**src/rtl/prog_loader.sv**
```systemverilog
`default_nettype none
// +----------------------------------------------------------------------------+
// | prog_loader: streams instruction words into memory, then releases the CPU. |
// | Revision: 1.0                                                              |
// +----------------------------------------------------------------------------+
module prog_loader #(
  parameter logic [31:0] BASE_ADDR = 32'h0000_0000,
  parameter int          MAX_WORDS = 256
) (
  input  logic        clk,
  input  logic        reset,
  input  logic        start,
  input  logic        in_valid,
  input  logic [31:0] in_data,
  input  logic        in_last,
  output logic        in_ready,
  output logic [31:0] mem_addr,
  output logic [31:0] mem_wdata,
  output logic        mem_write,
  output logic        proc_reset,
  output logic        done,
  output logic        overflow,
  output logic [15:0] word_count
);

  localparam logic [16:0] MAX_W = 17'(MAX_WORDS);

  typedef enum logic [1:0] {
    S_IDLE    = 2'd0,
    S_LOAD    = 2'd1,
    S_RELEASE = 2'd2,
    S_RUN     = 2'd3
  } state_t;

  state_t      state;
  state_t      state_next;
  logic        accept;
  logic        begin_session;
  logic        hit_limit;
  logic [16:0] count_inc;

  assign count_inc = {1'b0, word_count} + 17'd1;
  assign hit_limit = (count_inc == MAX_W);

  always_ff @(posedge clk or posedge reset) begin
    if (reset) state <= S_IDLE;
    else       state <= state_next;
  end

  always_comb begin
    state_next    = state;
    in_ready      = 1'b0;
    proc_reset    = 1'b1;
    done          = 1'b0;
    accept        = 1'b0;
    begin_session = 1'b0;
    case (state)
      S_IDLE: begin
        if (start) begin
          state_next    = S_LOAD;
          begin_session = 1'b1;
        end
      end
      S_LOAD: begin
        in_ready = 1'b1;
        if (in_valid) begin
          accept = 1'b1;
          if (in_last || hit_limit) state_next = S_RELEASE;
        end
      end
      // One guard cycle so the final memory write lands before the CPU runs.
      S_RELEASE: state_next = S_RUN;
      S_RUN: begin
        proc_reset = 1'b0;
        done       = 1'b1;
        if (start) begin
          state_next    = S_LOAD;
          begin_session = 1'b1;
        end
      end
      default: state_next = S_IDLE;
    endcase
  end

  always_ff @(posedge clk or posedge reset) begin
    if (reset) begin
      mem_write  <= 1'b0;
      mem_addr   <= BASE_ADDR;
      mem_wdata  <= 32'd0;
      word_count <= 16'd0;
      overflow   <= 1'b0;
    end else begin
      mem_write <= 1'b0;
      if (begin_session) begin
        word_count <= 16'd0;
        overflow   <= 1'b0;
      end
      if (accept) begin
        mem_write  <= 1'b1;
        mem_wdata  <= in_data;
        mem_addr   <= BASE_ADDR + {14'd0, word_count, 2'b00};
        word_count <= count_inc[15:0];
        if (hit_limit && !in_last) overflow <= 1'b1;
      end
    end
  end

endmodule
`default_nettype wire

```
**config.mk**
```make
export PLATFORM = sky130hd
export DESIGN_NAME = prog_loader
export DESIGN_NICKNAME = d
export VERILOG_FILES = /design/src/rtl/prog_loader.sv
export SDC_FILE = /design/constraint.sdc
export NUM_CORES = 1
export LEC_CHECK = 0
export ABC_AREA = 1
export BUFFER_PORTS_ARGS = -buffer_cell sky130_fd_sc_hd__buf_2
export CAP_MARGIN = 10
export CORE_MARGIN = 5
export CORE_UTILIZATION = 35
export DETAILED_ROUTE_END_ITERATION = 8
export MAX_ROUTING_LAYER = met4
export PLACE_DENSITY_LB_ADDON = 0.08
export SYNTH_ARGS = -nofsm -noshare
export SYNTH_HDL_FRONTEND = slang
export SYNTH_SLANG_ARGS = --single-unit
```
**constraint.sdc**
```tcl
create_clock -name clk -period 5.45 [get_ports clk]
set_input_delay 0.8175 -clock clk [delete_from_list [all_inputs] [get_ports clk]]
set_output_delay 0.8175 -clock clk [all_outputs]
set_load 0.02 [all_outputs]
```
==> metrics.cfg <==
[setup_path]
worstReg2RegEnd = word_count[2]
worstSetupEndpointType = register
r2r_slack_ns = 3.04
cp.required_ns = 5.65
critPathKind = reg -> reg
rr_worst_depth = 7
cp_slowest_cell = buf_4
arrival_ns = 2.61
crit_fanout = 73
path_cells = ha_1 -> nand2_2 -> buf_4 -> clkinv_1 -> buf_12 -> nand2_1 -> o21ai_0
slowest_delay_ns = 0.53
setup.worst_path.start_class = register
reg2reg_from = state[0]

[pwr]
power.density_cell_area_nw_per_um2 = 470.4
p_leak_nw = 2.172
vdd_ir_drop_max_v = 0.0001923

[synthesis]
synth_async_sr_flop_share_pct = 100.0
syn_inst = 390
syn_area_per_cell_um2 = 8.165
synth_top_area_share_pct = 53.44
seq_area_frac_synth_pct = 53.44
synth_area_leaders = dfrtp_1, nand2_1, buf_4, o21ai_0, inv_1
synthFlopType = dfrtp_1
ys_seq_elements = 68
yosys.area.top_type = dfrtp_1
synth_edf_count = 0
synth_area_um2 = 3184
ys_types = 24
ys_warn_count = 0

[timing]
rsz0062_at_grt = no
period_share_pct = 44.25
fmax_mhz = 414.6
worstMarginPinSlew_ns = 0.8746
clock_skew_ns = 0.005992
fin_setup_tns_ns = 0
drv_slew = 0
finalHoldViolations = 0
relSlewSlack_pct = 41.69
fin_ws_ns = 3.038
period_minus_slack_ns = 2.412
report.final.setup_viol = 0

[detailed_routing]
vias = 2705
ant_nets = 0
firstDrtPassIters = 4
avgViaCountPerCell = 4.449
drc = 0
drt_iter0_markers = 107
routed_wl_mm = 7.951
wl_per_cell_um = 13.08

[run]
drv_cap = 0

[clock_tree]
path_clk_slew_ns = 0.08
cts_buffers = 9
cts.repair.resized = 0
cts_buffer_depth = 2
cts_root_buf = clkbuf_8
clock_latency_ns = 0.34
cts_tree = yes
cts_hold_buf = 0
clock-sinks = 68
post_cts.repair.setup_buffers = 0
cts_max_level = 3

[worst_hold_path]
min_from = mem_wdata[30]
whs_path_depth = 2
min_path_type = reg -> reg
whs_endpoint = mem_wdata[30]

[floorplanning]
die_area_um2 = 11110
io_pins = 122
die_x_um = 105.4
start_util_pct = 36.16
rows = 34
die_y_um = 105.4
fp.coreArea_um2 = 8806

[place]
place_congestion = 0.8256
placed_area_um2 = 3746
preCtsSetupSlack_ns = 2.157
portBuffers = 105
hpwl_mm = 5.574

[final_layout]
drive_gt1_share_pct = 28.40
diodes = 0
design_area_um2 = 3981
fill_cells = 896
nNetsFinal = 537
synthToLayoutAreaGrowth_pct = 25.03

[status]
status = finished clean

[grt]
antenna_found_initial = 0
grt_pass1_vias = 2759
grt_pass1_wl_mm = 13.32
grt_usage_pct = 15.09
grt.overflow.total = 0
grt_max_degree = 74

[synthesized netlist by cell type (all sizes together) (3+ instances only)]
cell type / count
o21ai: 25
clkbuf: 12
nand2: 175
nor2: 27
nand3: 12
o22ai: 7
ha: 5
xor2: 3
dfrtp: 68
buf: 17
nand4: 6
inv: 26
[stage by stage]
stage | utilization, % | total power, mW | cells | hold WS [ns]
final | 45.21 | 1.873 | 608 | 0.4750
after floorplan | - | 1.201 | 405 | 0.4659
after global routing | 45.21 | 2.008 | 608 | 0.4919
after detailed placement | 42.54 | 1.432 | 591 | 0.4599
after global placement | 42.54 | 1.425 | 591 | 0.4589
after CTS | 44.98 | 1.899 | 607 | 0.4799
[kinds of logic (layout without fill, tap and decap cells)]
| family | after synthesis | in the layout | synth area share (%) |
|---|---|---|---|
| AOI/OAI and AO/OA | 34 | 34 | 5.776 |
| other | 1 | 16 | 0.1178 |
| buffers and inverters | 56 | 151 | 8.605 |
| DFF | 68 | 68 | 53.44 |
| and+or+nand+nor | 223 | 223 | 29.27 |
| xor gates and xnor gates | 3 | 3 | 0.8253 |
| adders and majority gates | 5 | 5 | 1.965 |
[where the power goes]
part | internal [mW] | total (mW) | leakage (nW) | switching [mW]
logic | 0.216 | 0.683 | 1.17 | 0.467
clock network | 0.256 | 0.457 | 0.109 | 0.201
registers | 0.643 | 0.733 | 0.893 | 0.0903
[sequential cells by signal (all words and copies together), names as in the netlist]
signal      flops
state           2
word_count     16
mem_write       1
mem_addr       16
mem_wdata      32
overflow        1
[critical path: cells and delay by family (launching register included)]
family / cells / cell delay (ns)
DFF: 1 / 0.42
adders and majority gates: 1 / 0.28
buffers and inverters: 3 / 1.32
and+or+nand+nor: 2 / 0.15
AOI/OAI and AO/OA: 1 / 0.07
[worst max path at each step]
| stage | endpoint | start | cells after the start |
|---|---|---|---|
| 2_1_floorplan | mem_addr[10] | reset | 1 |
| 3_3_place_gp | word_count[9] | in_valid | 6 |
| 3_5_place_dp | word_count[8] | in_valid | 6 |
| 4_1_cts | word_count[8] | state[0] | 6 |
| 5_1_grt | word_count[8] | state[0] | 7 |
| 6_report | word_count[2] | state[0] | 7 |
[metal layers]
metal  wire, µm  vias up  track usage (%)
met5          0        -                -
met4         89        0            5.623
met3        533        9            3.912
met2       3685       75            23.50
met1       3643     1231            18.95
li1           -     1390                -
[layout by cell type, fill, tap and decap left out, types with 2 or more instances in the layout]
| master | count |
|---|---|
| nand3_1 | 9 |
| inv_1 | 24 |
| nand2_1 | 171 |
| clkbuf_8 | 9 |
| bufinv_16 | 2 |
| nor2_4 | 3 |
| inv_2 | 2 |
| nor2_1 | 19 |
| nand4_1 | 6 |
| ha_1 | 5 |
| nand2_2 | 4 |
| xor2_1 | 3 |
| nor2_2 | 5 |
| clkinv_2 | 3 |
| buf_2 | 105 |
| dfrtp_1 | 68 |
| buf_4 | 2 |
| nand3_2 | 3 |
| conb_1 | 16 |
| o22ai_1 | 7 |
| o21ai_0 | 25 |
[cell type report]
class | count | area (µm²) | area share [%]
Multi-Input combinational cell | 281 | 1267 | 31.84
Inverter | 27 | 101.3 | 2.546
Sequential cell | 68 | 1702 | 42.74
Tap cell | 108 | 135.1 | 3.394
Clock inverter | 7 | 91.34 | 2.294
Clock buffer | 9 | 123.9 | 3.111
Timing Repair Buffer | 108 | 560.5 | 14.08
No activity file was read; power rests on OpenSTA's default activity.
